## src/rtl/alu_pkg.sv

```systemverilog
// Shared ALU definitions: NZCV flag bit positions, condition-code values and
// the flag-stage shadow FSM encoding.
package alu_pkg;

    localparam int FLAG_N = 3;
    localparam int FLAG_Z = 2;
    localparam int FLAG_C = 1;
    localparam int FLAG_V = 0;

    localparam logic [3:0] COND_EQ = 4'd0;
    localparam logic [3:0] COND_NE = 4'd1;
    localparam logic [3:0] COND_CS = 4'd2;
    localparam logic [3:0] COND_CC = 4'd3;
    localparam logic [3:0] COND_MI = 4'd4;
    localparam logic [3:0] COND_PL = 4'd5;
    localparam logic [3:0] COND_VS = 4'd6;
    localparam logic [3:0] COND_VC = 4'd7;
    localparam logic [3:0] COND_HI = 4'd8;
    localparam logic [3:0] COND_LS = 4'd9;
    localparam logic [3:0] COND_GE = 4'd10;
    localparam logic [3:0] COND_LT = 4'd11;
    localparam logic [3:0] COND_GT = 4'd12;
    localparam logic [3:0] COND_LE = 4'd13;
    localparam logic [3:0] COND_AL = 4'd14;
    localparam logic [3:0] COND_NV = 4'd15;

    typedef enum logic {
        RUN   = 1'b0,
        SAVED = 1'b1
    } shadow_state_t;

endpackage

```

## src/rtl/cond_eval.sv

```systemverilog
// Combinational condition-code evaluator over an NZCV flag vector; shared
// with the branch unit.
module cond_eval
    import alu_pkg::*;
(
    input  logic [3:0] Cond,
    input  logic [3:0] flags,
    output logic       pass
);

    logic n, z, c, v;

    assign n = flags[FLAG_N];
    assign z = flags[FLAG_Z];
    assign c = flags[FLAG_C];
    assign v = flags[FLAG_V];

    always_comb begin
        pass = 1'b0;
        case (Cond)
            COND_EQ: pass = z;
            COND_NE: pass = ~z;
            COND_CS: pass = c;
            COND_CC: pass = ~c;
            COND_MI: pass = n;
            COND_PL: pass = ~n;
            COND_VS: pass = v;
            COND_VC: pass = ~v;
            COND_HI: pass = c & ~z;
            COND_LS: pass = ~c | z;
            COND_GE: pass = (n == v);
            COND_LT: pass = (n != v);
            COND_GT: pass = ~z & (n == v);
            COND_LE: pass = z | (n != v);
            COND_AL: pass = 1'b1;
            default: pass = 1'b0;
        endcase
    end

endmodule

```

## src/rtl/flag_cond_unit.sv

```systemverilog
// Architectural NZCV register with same-cycle bypass into condition
// evaluation and a single-level shadow copy for exception save/restore.
module flag_cond_unit
    import alu_pkg::*;
#(
    parameter int FLAG_W = 4
) (
    input  logic              clk,
    input  logic              rst,
    input  logic [FLAG_W-1:0] Flag_In,
    input  logic              S,
    input  logic              Valid_In,
    input  logic [3:0]        Cond,
    input  logic              Cond_Valid,
    input  logic              Save,
    input  logic              Restore,
    output logic [FLAG_W-1:0] Flags,
    output logic              Cond_Pass,
    output logic              Pass_Valid,
    output logic              Shadow_Valid,
    output logic              Err
);

    // Pass_Valid is Cond_Valid delayed by one edge with no back-pressure; the
    // consumer must take Cond_Pass in the cycle Pass_Valid is high.

    shadow_state_t     state;
    logic [FLAG_W-1:0] shadow;
    logic [FLAG_W-1:0] next_flags;
    logic              wr;
    logic              legal_restore;
    logic              legal_save;
    logic              err_next;
    logic              eval_pass;

    // Restore wins over Save when both are requested.
    assign wr            = Valid_In & S;
    assign legal_restore = Restore & (state == SAVED);
    assign legal_save    = Save & ~Restore & (state == RUN);
    assign err_next      = (Restore & (state == RUN)) |
                           (Save & ~Restore & (state == SAVED));

    always_comb begin
        next_flags = Flags;
        if (legal_restore)
            next_flags = shadow;
        else if (wr)
            next_flags = Flag_In;
    end

    cond_eval u_cond_eval (
        .Cond  (Cond),
        .flags (next_flags),
        .pass  (eval_pass)
    );

    always_ff @(posedge clk or posedge rst) begin
        if (rst) begin
            state      <= RUN;
            Flags      <= '0;
            shadow     <= '0;
            Cond_Pass  <= 1'b0;
            Pass_Valid <= 1'b0;
            Err        <= 1'b0;
        end else begin
            Flags      <= next_flags;
            Pass_Valid <= Cond_Valid;
            Err        <= err_next;
            if (Cond_Valid)
                Cond_Pass <= eval_pass;
            // Shadow captures the pre-write flags even if wr fires this cycle.
            if (legal_save) begin
                shadow <= Flags;
                state  <= SAVED;
            end else if (legal_restore) begin
                state  <= RUN;
            end
        end
    end

    assign Shadow_Valid = (state == SAVED);

endmodule

```

## config.mk

```make
export PLATFORM = sky130hd
export DESIGN_NAME = flag_cond_unit
export DESIGN_NICKNAME = d
export VERILOG_FILES = /design/src/rtl/alu_pkg.sv /design/src/rtl/cond_eval.sv /design/src/rtl/flag_cond_unit.sv
export SDC_FILE = /design/constraint.sdc
export NUM_CORES = 1
export LEC_CHECK = 0
export CAP_MARGIN = 0
export CORE_MARGIN = 5
export CORE_UTILIZATION = 50
export DETAILED_ROUTE_END_ITERATION = 12
export PLACE_DENSITY = 0.84
export REMOVE_ABC_BUFFERS = 1
export SYNTH_ARGS = -nofsm -noshare
export SYNTH_HDL_FRONTEND = slang
export SYNTH_SLANG_ARGS = --single-unit
```

## constraint.sdc

```tcl
create_clock -name clk -period 4.2 [get_ports clk]
set_input_delay 0.63 -clock clk [delete_from_list [all_inputs] [get_ports clk]]
set_output_delay 0.63 -clock clk [all_outputs]
set_load 0.005 [all_outputs]
```

==> flow_summary.json, run 1 <==
{
  "status": "completed",
  "cp-end-kind": "register",
  "clock-skew-final_ns": 0.00176,
  "worstPathArrival_ns": 2.38,
  "crit_fanout": 5,
  "dieArea_um2": 2600,
  "yosysWarnings": 0,
  "core-area_um2": 1560,
  "finalNetCount": 126,
  "critical-path-top-delay-family": "compound AO/OA/AOI/OAI gates",
  "routedWlPerCell_um": 16.9,
  "fmax_mhz": 450,
  "num_vias": 761,
  "antenna_found_initial": 0,
  "max-vdd-ir-drop_mv": 0.230,
  "max-cap-violations": 0,
  "finalSetupViolations": 0,
  "wl_mm": 2.11,
  "first_pass_iters": 4,
  "rsz0062_at_grt": "false",
  "final_hold_viol_count": 0,
  "p_per_area_nw_per_um2": 355,
  "fin_crit_sh": 0.529,
  "ys_ff_latch": 12,
  "pwr-share-clk": 0.193,
  "min_period_ns": 2.22,
  "vias_per_cell": 6.09,
  "clockBufferDepth": 2,
  "critPathLaunchType": "input port",
  "synthToLayoutAreaGrowth_pct": 28.1,
  "crit_chain": "clkdlybuf4s50_1 > nand2_1 > a211oi_2 > nor2_1 > o22ai_1 > mux2i_1 > o211ai_2",
  "worstSetupPathType": "in2reg",
  "rows": 14,
  "hold_class": "reg2reg",
  "die_y_um": 51.0,
  "die_x_um": 51.0,
  "drive_above_1_share": 0.138,
  "grt_util_all_layers": 0.186,
  "diodes": 0,
  "drt_iter0_markers": 21,
  "numCtsBuffers": 3,
  "required_ns": 4.36,
  "place_hpwl_mm": 1.62,
  "synth_edf_count": 0,
  "cts-root-buf": "clkbuf_4",
  "cts.clk_slew.worst_paths_ns": 0.07,
  "grt_pass1_wl_mm": 3.52,
  "crit_buf_inv": 1,
  "p_sw_frac": 0.333,
  "io_pins": 23,
  "grt_pass1_vias": 764,
  "slew_headroom": 0.504,
  "internal_power_w": 0.000256,
  "htree_levels": 1,
  "slew_violations": 0,
  "p_total_w": 0.000383,
  "cts_tree": "built",
  "power_frac_comb": 0.369,
  "netSwitchingPower_w": 0.000128,
  "critPathMaxStageDelay_ns": 0.59,
  "slowest_stage": "clkdlybuf4s50_1",
  "synth_area_um2": 842,
  "synth_ff_type": "dfrtp_1",
  "ant_nets": 0,
  "p_leak_nw": 0.444,
  "overflow": 0,
  "grt_max_degree": 13,
  "tightest_slew_ns": 0.743,
  "clock_sinks": 12,
  "ys_seq_area_frac": 0.357,
  "cts_setup_buffers": 0,
  "cts_hold_buf": 0,
  "drc": 0,
  "tns_ns": 0,
  "synthCells": 87,
  "clock_latency_ns": 0.28,
  "syn_area_per_cell_um2": 9.68,
  "nFillCells": 124,
  "gp_congestion": 0.867,
  "cts_resized": 0,
  "sequentialPowerShare": 0.438,
  "async_reset_ff_frac": 1.00,
  "initial_utilization": 0.540,
  "numPortBuffers": 22,
  "synth_cell_types": 37
}
## logic make-up (layout without fill, tap and decap cells)
kind of cell,count (synthesis),after routing,share of synthesized area
muxes,9,9,0.113
buffers and inverters,7,29,0.0490
DFF,12,12,0.357
and+or+nand+nor,36,36,0.242
xor gates and xnor gates,3,3,0.0312
AOI/OAI and AO/OA,20,20,0.208
## flip-flops by register name (all words and copies together) (netlist names)
register and count:
Cond_Pass 1, shadow 4, Shadow_Valid 1, Pass_Valid 1, Flags 4, Err 1
## synth_stat cells, types with 2 or more instances
| master | number | share of area |
|---|---|---|
| a211oi_2 | 2 | 0.030 |
| a21oi_1 | 2 | 0.012 |
| a22oi_1 | 2 | 0.018 |
| and3_1 | 2 | 0.015 |
| buf_6 | 2 | 0.027 |
| dfrtp_1 | 12 | 0.36 |
| inv_1 | 4 | 0.018 |
| mux2_2 | 4 | 0.053 |
| mux2i_1 | 5 | 0.059 |
| nand2_1 | 4 | 0.018 |
| nand2b_1 | 2 | 0.015 |
| nand3_1 | 2 | 0.012 |
| nand4b_1 | 2 | 0.021 |
| nor2_1 | 11 | 0.049 |
| nor3_1 | 3 | 0.018 |
| nor3b_1 | 2 | 0.018 |
| o21ai_0 | 4 | 0.024 |
| xnor2_1 | 3 | 0.031 |
## worst paths after layout
| kind | endpoint | from | cells after the start | slack (ns) |
|---|---|---|---|---|
| max | Cond_Pass$_DFFE_PP0P_ | Valid_In | 7 | 1.98 |
| min | Cond_Pass$_DFFE_PP0P_ | Cond_Pass$_DFFE_PP0P_ | 2 | 0.53 |
| max reg2reg | Cond_Pass$_DFFE_PP0P_ | Shadow_Valid$_DFFE_PP0P_ | 6 | 2.45 |
| min reg2reg | Cond_Pass$_DFFE_PP0P_ | Cond_Pass$_DFFE_PP0P_ | 2 | 0.53 |
| max in group asynchronous | Pass_Valid$_DFF_PP0_ | rst | 2 | 3.22 |
| min in group asynchronous | Err$_DFF_PP0_ | rst | 2 | 0.66 |
## placed cells by master, fill, tap and decap left out, types with 3 or more instances in the layout
master / count
dfrtp_1: 12
nor2_1: 11
nand2_1: 4
mux2i_1: 5
xnor2_1: 3
clkdlybuf4s50_1: 22
clkbuf_4: 3
o21ai_0: 4
inv_1: 4
mux2_2: 4
nor3_1: 3
## power groups by stage
stage                     registers [W]  clock network [W]  logic [W]
after floorplan                0.000164                  0  0.0000823
after global placement         0.000168                  0   0.000138
after detailed placement       0.000170                  0   0.000141
after CTS                      0.000167          0.0000753   0.000142
after global routing           0.000173          0.0000805   0.000154
final                          0.000168          0.0000739   0.000142
## per-stage QoR
stage                      util  worst slack (ns)  hold WS (ns)  area (um2)  instances
after floorplan               -              2.47         0.480         816         84
after global placement    0.677              1.77         0.489        1060        122
after detailed placement  0.677              1.71         0.508        1060        122
after CTS                 0.692              2.01         0.530        1080        125
after global routing      0.692              1.87         0.569        1080        125
final                     0.692              1.98         0.532        1080        125
## routing by layer
layer	vias up	wire, um	share of wire	global-route usage
met1	380	926	0.44	0.230
met2	11	1070	0.51	0.296
met5	-	0	0	0
li1	366	-	-	-
met4	0	76	0.036	0.148
met3	4	31	0.015	0.0174
## layout make-up
type / instances / area [um2] / share of cell area
clock buffers: 3 / 22.5 / 0.0209
multi-input cells: 68 / 500 / 0.464
inverters: 4 / 15.0 / 0.0139
repair buffers: 22 / 220 / 0.204
well taps: 16 / 20.0 / 0.0186
flip-flops and latches: 12 / 300 / 0.278
## tightest hold or removal path: cells and delay by family (launching register included)
family          cells  cell delay, ns
flops               1            0.37
simple gates        1            0.07
compound gates      1            0.05
Power figures use the tool's default switching activity.
==> inputs of run 2 (changes only) <==
- CORE_UTILIZATION: 50 -> 42
- PLACE_DENSITY: 0.84 -> 0.75
- clock period: 4.2 -> 1.81 ns (I/O delays scaled with it)
==> flow_summary.json, run 2 (synthesis results as in run 1) <==
{
  "gp_congestion": 0.906,
  "clock_sinks": 12,
  "routedWlPerCell_um": 14.6,
  "p_leak_nw": 0.584,
  "tightest_slew_ns": 0.474,
  "placed_area_um2": 1230,
  "top_regs": "Flags: 4 flops, shadow: 4 flops",
  "crit_start": "Shadow_Valid$_DFFE_PP0P_",
  "dieArea_um2": 3000,
  "stdcell_count": 158,
  "drc": 0,
  "clockBufferDepth": 2,
  "slew_violations": 0,
  "cts-root-buf": "clkbuf_4",
  "worstPathArrival_ns": 1.96,
  "p_sw_frac": 0.322,
  "place_hpwl_mm": 1.85,
  "antenna_found_initial": 0,
  "worstSetupPathType": "reg2reg",
  "internal_power_w": 0.000694,
  "clock-skew-final_ns": 0.000827,
  "grt_util_all_layers": 0.170,
  "rows": 16,
  "overflow": 0,
  "tns_ns": 0,
  "fin_crit_sh": 0.969,
  "post-route-cell-area_um2": 1300,
  "power_frac_comb": 0.394,
  "initial_utilization": 0.434,
  "max-vdd-ir-drop_mv": 0.461,
  "cts_setup_buffers": 0,
  "drive_above_1_share": 0.298,
  "crit_fanout": 8,
  "dpl.cell_count": 154,
  "final_hold_viol_count": 0,
  "final_cell_mix": "21 x buf_4, 19 x clkdlybuf4s50_1, 12 x dfrtp_1, 11 x nor2_1",
  "synthToLayoutAreaGrowth_pct": 54.1,
  "die_x_um": 54.8,
  "cts.clk_slew.worst_paths_ns": 0.09,
  "layout_commonest_cell": "buf_4",
  "grt_pass1_wl_mm": 3.62,
  "cts_hold_buf": 0,
  "finalSetupViolations": 0,
  "ant_nets": 0,
  "pwr-share-clk": 0.223,
  "grt_max_degree": 13,
  "grt_pass1_vias": 813,
  "first_pass_iters": 4,
  "required_ns": 2.02,
  "numPortBuffers": 22,
  "fmax_mhz": 570,
  "min_period_ns": 1.75,
  "drt_iter0_markers": 17,
  "hold_class": "in2async",
  "slew_headroom": 0.684,
  "numCtsBuffers": 3,
  "diodes": 0,
  "netSwitchingPower_w": 0.000330,
  "p_total_w": 0.00102,
  "num_vias": 809,
  "io_pins": 23,
  "core-area_um2": 1940,
  "wl_mm": 2.31,
  "htree_levels": 1,
  "max-cap-violations": 0,
  "finalNetCount": 147,
  "critPathLaunchType": "register",
  "clock_latency_ns": 0.28,
  "die_y_um": 54.8,
  "cts_tree": "built",
  "rsz0062_at_grt": "false",
  "sequentialPowerShare": 0.383,
  "vias_per_cell": 5.12,
  "cp-end-kind": "register",
  "reg2reg_from": "Shadow_Valid$_DFFE_PP0P_",
  "p_per_area_nw_per_um2": 789,
  "status": "completed",
  "nFillCells": 169
}
==> run 2: cell count changes in the layout (fill, tap and decap cells not counted) <==
cell             before  now
buf_4                 0   21
clkdlybuf4s50_1      22   19
nand2_1               4    3
a211oi_2              2    0
mux2i_1               5    4
a211oi_4              0    2
nand2_4               1    2
mux2i_2               0    1
dlymetal6s2s_1        0    3
clkbuf_8              0    1
==> run 2: final timing paths <==
| check | end | cells past startpoint | slack, ns |
|---|---|---|---|
| max in group asynchronous | shadow[3]$_DFFE_PP0P_ | 2 | 1.19 |
| min | Flags[1]$_DFF_PP0_ | 2 | 0.30 |
| max | Cond_Pass$_DFFE_PP0P_ | 6 | 0.06 |
| min reg2reg | Cond_Pass$_DFFE_PP0P_ | 2 | 0.53 |
| max reg2reg | Cond_Pass$_DFFE_PP0P_ | 6 | 0.06 |
| min in group clk | Pass_Valid$_DFF_PP0_ | 1 | 0.49 |
==> run 2: final cells by class <==
| type | count | area [um2] | area share |
|---|---|---|---|
| inverter | 4 | 15.0 | 0.0116 |
| sequential | 12 | 300 | 0.231 |
| tap | 27 | 33.8 | 0.0260 |
| timing repair buffer | 43 | 385 | 0.297 |
| clock buffer | 4 | 36.3 | 0.0280 |
| multi-input combinational | 68 | 527 | 0.406 |
==> run 2: what timing repair did <==
item,in CTS,in global routing
gates resized for setup,1,7
endpoints found under the setup margin,1,1
pin swaps,0,1
==> run 2: metrics by stage <==
step	utilization	setup slack [ns]	hold slack [ns]
detailed placement	0.632	-0.312	0.518
global placement	0.632	-0.188	0.477
finish	0.668	0.0563	0.297
CTS	0.652	0.0470	0.310
floorplan	-	0.239	0.136
global route	0.668	0.00410	0.352
==> run 2: critical path, stage by stage (launching register included) <==
cell and delay [ns]:
dfrtp_1 0.47, and2_2 0.27, buf_4 0.15, o21a_1 0.20, o32a_1 0.28, and4_1 0.16, o211ai_2 0.14
==> run 2: power by group through the flow <==
| stage | logic (W) | registers (W) | clock network, W |
|---|---|---|---|
| detailed placement | 0.000389 | 0.000395 | 0 |
| floorplan | 0.000191 | 0.000380 | 0 |
| CTS | 0.000392 | 0.000390 | 0.000232 |
| global placement | 0.000382 | 0.000391 | 0 |
| finish | 0.000403 | 0.000392 | 0.000228 |
| global route | 0.000436 | 0.000402 | 0.000241 |
==> run 2: layer usage <==
layer	GRT usage	part of all wire	vias up
li1	-	-	404
met1	0.191	0.42	379
met2	0.311	0.51	21
met3	0.0272	0.052	5
met4	0.0747	0.021	0
met5	0	0	-
==> inputs of run 3 (changes only) <==
- CTS_BUF_LIST: unset -> sky130_fd_sc_hd__clkbuf_4 sky130_fd_sc_hd__clkbuf_8 sky130_fd_sc_hd__clkbuf_16
- RECOVER_POWER: unset -> 25
==> flow_summary.json, run 3 (synthesis results as in run 1) <==
{
  "status": "completed",
  "holdWs_ns": 0.433,
  "required_ns": 2.02,
  "slew_headroom": 0.684,
  "grt_max_degree": 13,
  "clock-skew-final_ns": 0.000827,
  "clockBufferDepth": 2,
  "io_pins": 23,
  "finalNetCount": 147,
  "layout_commonest_cell": "buf_4",
  "dpl.cell_count": 154,
  "num_vias": 809,
  "post-route-cell-area_um2": 1300,
  "die_y_um": 54.8,
  "routedWlPerCell_um": 14.6,
  "cp-end-kind": "register",
  "grt_util_all_layers": 0.170,
  "numCtsBuffers": 3,
  "tns_ns": 0,
  "layout.area.seq_um2": 300,
  "clock_sinks": 12,
  "drive_above_1_share": 0.298,
  "p_leak_nw": 0.585,
  "clock_latency_ns": 0.28,
  "cts.clk_slew.worst_paths_ns": 0.09,
  "rows": 16,
  "drt_iter0_markers": 17,
  "antenna_found_initial": 0,
  "gp_congestion": 0.906,
  "crit_fanout": 8,
  "finalSetupViolations": 0,
  "cts_tree": "built",
  "wl_mm": 2.31,
  "dieArea_um2": 3000,
  "tightest_slew_ns": 0.473,
  "stdcell_count": 158,
  "slew_violations": 0,
  "final_hold_viol_count": 0,
  "place_hpwl_mm": 1.85,
  "rsz0062_at_grt": "false",
  "htree_levels": 1,
  "max-cap-violations": 0,
  "final_cell_mix": "21 x buf_4, 17 x clkdlybuf4s50_1, 12 x dfrtp_1, 11 x nor2_1",
  "first_pass_iters": 4,
  "critPathLaunchType": "register",
  "max-vdd-ir-drop_mv": 0.461,
  "cts_setup_buffers": 0,
  "top_regs": "Flags: 4 flops, shadow: 4 flops",
  "fmax_mhz": 570,
  "worstSetupPathType": "reg2reg",
  "p_total_w": 0.00102,
  "die_x_um": 54.8,
  "grt_pass1_wl_mm": 3.62,
  "hold_class": "in2async",
  "fin_crit_sh": 0.969,
  "diodes": 0,
  "min_period_ns": 1.75,
  "placed_area_um2": 1230,
  "p_per_area_nw_per_um2": 788,
  "synthToLayoutAreaGrowth_pct": 54.1,
  "nFillCells": 169,
  "cts-root-buf": "clkbuf_4",
  "grt_pass1_vias": 813,
  "initial_utilization": 0.434,
  "core-area_um2": 1940,
  "ant_nets": 0,
  "drc": 0,
  "overflow": 0,
  "numPortBuffers": 22,
  "vias_per_cell": 5.12,
  "multi_input_area_um2": 527,
  "worstPathArrival_ns": 1.96
}
-- run 3: final timing paths --
kind,start,endpoint,depth (start not counted),slack [ns]
worst max-delay path,Shadow_Valid$_DFFE_PP0P_,Cond_Pass$_DFFE_PP0P_,6,0.06
worst min-delay path,rst,Flags[1]$_DFF_PP0_,2,0.43
worst max register to register,Shadow_Valid$_DFFE_PP0P_,Cond_Pass$_DFFE_PP0P_,6,0.06
worst min register to register,Cond_Pass$_DFFE_PP0P_,Cond_Pass$_DFFE_PP0P_,2,0.53
max in group asynchronous,rst,shadow[3]$_DFFE_PP0P_,2,1.06
min in group clk,Cond_Pass$_DFFE_PP0P_,Cond_Pass$_DFFE_PP0P_,2,0.53
-- run 3: worst max-delay path, cell delays in order, from the launching register on --
cell and delay [ns]:
dfrtp_1 0.47, and2_2 0.27, buf_4 0.15, o21a_1 0.20
o32a_1 0.28, and4_1 0.16, o211ai_2 0.14
-- run 3: routing by layer --
metal / global-route usage / vias to the layer above / routed length [um]
li1: - / 404 / -
met1: 0.191 / 379 / 961
met2: 0.311 / 21 / 1180
met3: 0.0272 / 5 / 119
met4: 0.0747 / 0 / 48
met5: 0 / - / 0
-- run 3: power breakdown --
part | internal [W] | switching (W) | total, W
Sequential | 0.000326 | 0.0000665 | 0.000392
Clock | 0.000122 | 0.000106 | 0.000228
Combinational | 0.000245 | 0.000157 | 0.000402
-- run 3: through the flow --
step / setup slack, ns / util
floorplan: 0.239 / -
global placement: -0.188 / 0.632
detailed placement: -0.312 / 0.632
CTS: 0.0470 / 0.652
global route: 0.00410 / 0.668
finish: 0.0563 / 0.668
-- run 3: final cells by class --
| cell class | count | area share |
|---|---|---|
| multi-input combinational | 68 | 0.406 |
| inverter | 4 | 0.0116 |
| clock buffer | 4 | 0.0280 |
| sequential | 12 | 0.231 |
| tap | 27 | 0.0260 |
| timing repair buffer | 43 | 0.297 |
-- run 3: repair_timing --
item | CTS | global route
pin swaps | 0 | 1
hold buffers | 0 | 0
endpoints found under the setup margin | 1 | 1
resized for setup | 1 | 7
==> patch: new RTL, settings of run 2 <==
Register the input `Restore` before use. The logic sees it one clock later. The other inputs are not delayed to match.
--- a/src/rtl/flag_cond_unit.sv
+++ b/src/rtl/flag_cond_unit.sv
@@ -21,6 +21,12 @@
     output logic              Err
 );
 
+    logic Restore_q;
+
+    always_ff @(posedge clk) begin
+        Restore_q <= Restore;
+    end
+
     // Pass_Valid is Cond_Valid delayed by one edge with no back-pressure; the
     // consumer must take Cond_Pass in the cycle Pass_Valid is high.
 
@@ -35,10 +41,10 @@
 
     // Restore wins over Save when both are requested.
     assign wr            = Valid_In & S;
-    assign legal_restore = Restore & (state == SAVED);
-    assign legal_save    = Save & ~Restore & (state == RUN);
-    assign err_next      = (Restore & (state == RUN)) |
-                           (Save & ~Restore & (state == SAVED));
+    assign legal_restore = Restore_q & (state == SAVED);
+    assign legal_save    = Save & ~Restore_q & (state == RUN);
+    assign err_next      = (Restore_q & (state == RUN)) |
+                           (Save & ~Restore_q & (state == SAVED));
 
     always_comb begin
         next_flags = Flags;
Formal check against the unedited RTL: not equivalent (a bounded check fails within 4 cycles, from zero or initial values and one cycle with rst high).
==> patch against run 2 <==
  * The flow now finishes with violations (negative setup slack)
  * Sequential cell count is 1 higher
  * Final area rose by 12%
  * Area after synthesis increased by 12%
  * Routed wire length grew 29%
  * Worst setup slack worse by 270 ps
  * Power up 7.9%
  * Cell count grew 15%
  * Largest power group unchanged
  * Highest routed layer unchanged
==> patch: results (changes against run 2) <==
** Clock tree
- Clock slew at the register clock pins of the worst setup and hold paths :: 90 ps (about the same)
- Clk Latency, worst-skew pair :: 300 ps (was 280 ps)

** Worst setup path
- The highest cell delay on the worst timing path is 410 ps (was 470 ps).
- The arrival time of the worst setup path is 2180 ps (was 1960 ps).
- The largest fanout on the critical path came to 3 (was 8).
- The launching point of the worst reg2reg path is Flags[3] (was Shadow_Valid).

** Placed design
- Routability Congestion :: 0.920 (was 0.906)
- Dpl hpwl :: 2.15 mm (was 1.85 mm)
- Total placed instance area :: 1380 sq um (was 1230 sq um)
- The pre-CTS setup slack is -682 ps (was -312 ps).

** Synth
- Area of the mapped netlist :: 940 sq um (was 842 sq um)
- List of most frequent post-synthesis cells: dfrtp_1 (12), nand3_1 (8), nand2_1 (6), nor2_1 (6), buf_6 (5) (was dfrtp_1 (12), nor2_1 (11), mux2i_1 (5)).
- Fraction of synthesis flops using an asynchronous set or reset pin :: 0.923 (was 1.00)
- The unique cell type count in the Yosys netlist is 46 (was 37).
- Top area cells in the synthesized netlist :: dfrtp_1 (32%), buf_6 (6.0%), mux2_2 (4.8%) (was dfrtp_1 (36%), mux2i_1 (5.9%), mux2_2 (5.3%))
- The proportion of synthesized chip area in sequential cells is 0.341 (was 0.357).

** Run status
- Outcome :: finished with violations (was completed)
- Failing checks :: negative setup slack

** STA
- The worst slack on hold paths came to 296 ps (was 297 ps).
- The final setup slack of the worst path is -210 ps (was 56.3 ps).
- The worst slew margin relative to its limit is 0.620 (was 0.684).
- Setup skew after layout :: 4.44 ps (was 0.827 ps)
- Count of final setup violators :: 1 (was 0)

** Power
- Leakage component of the power :: 0.678 nW (was 0.584 nW)

** Route
- Initial DRC count :: 43 (was 17)
- Number of iterations in the first detailed-routing pass :: 4 (unchanged)
- The total via count after detailed routing came to 1033 (was 809).
- The average wire length per cell after detail routing came to 16.4 um (was 14.6 um).

** Finish
- The final net count was 170 (was 147).
- The number of diodes added for antenna fixing was 0 (unchanged).
- The ratio of cells with drive above 1 in the final layout came to 0.396 (was 0.298).
- Number of fillers in the final layout :: 187 (was 169)
- Fin area :: 1460 sq um (was 1300 sq um)

** GRT
- The wire length of the first global-routing pass was 4.75 mm (was 3.62 mm).
- The initial antenna violation count came to 0 (unchanged).
- Total routing resource utilization after global routing :: 0.189 (was 0.170)
patch: final cells by class:
class	instances	share of cell area
timing repair buffer	60	0.349
tap	28	0.0241
clock inverter	1	0.00344
sequential	13	0.222
clock buffer	3	0.0155
multi-input combinational	73	0.376
inverter	4	0.0103
patch: cells by family after synthesis:
group           share of synthesized area
compound gates                      0.232
flops                               0.341
mux                                0.0812
xor+xnor                           0.0280
simple gates                        0.228
buf+inv                            0.0905
patch: worst max-delay path by stage:
| stage | start | end | slack [ps] | depth (start not counted) |
|---|---|---|---|---|
| 2_1_floorplan | Flags[3] | Cond_Pass | -150 | 6 |
| 3_3_place_gp | Valid_In | Cond_Pass | -590 | 7 |
| 3_5_place_dp | Valid_In | Cond_Pass | -680 | 7 |
| 4_1_cts | Flags[3] | Cond_Pass | -130 | 6 |
| 5_1_grt | Flags[3] | Cond_Pass | -290 | 6 |
| 6_report | Flags[3] | Cond_Pass | -210 | 6 |
patch: repair_timing:
action	CTS	global route
setup buffers	4	0
cloned	0	0
pin swaps	5	0
resized for setup	12	3
endpoints found under the setup margin	1	1
patch: metrics by stage:
stage / cells / setup TNS (ps)
detailed placement: 174 / -682
global placement: 174 / -594
finish: 182 / -210
global route: 182 / -285
floorplan: 90 / -151
CTS: 182 / -133
patch: power breakdown:
group,total (W),leakage [nW],switching [W],internal [W]
Combinational,0.000514,0.510,0.000201,0.000313
Clock,0.000200,0.0177,0.000117,0.0000825
Sequential,0.000391,0.150,0.0000421,0.000349
Total,0.00110,0.678,0.000360,0.000744
patch: metal layers:
| layer | up-vias | GRT usage | wire length, um |
|---|---|---|---|
| li1 | 481 | - | - |
| met4 | 0 | 0.103 | 87 |
| met1 | 492 | 0.228 | 1220 |
| met2 | 49 | 0.316 | 1480 |
| met5 | - | 0 | 0 |
| met3 | 11 | 0.0339 | 204 |
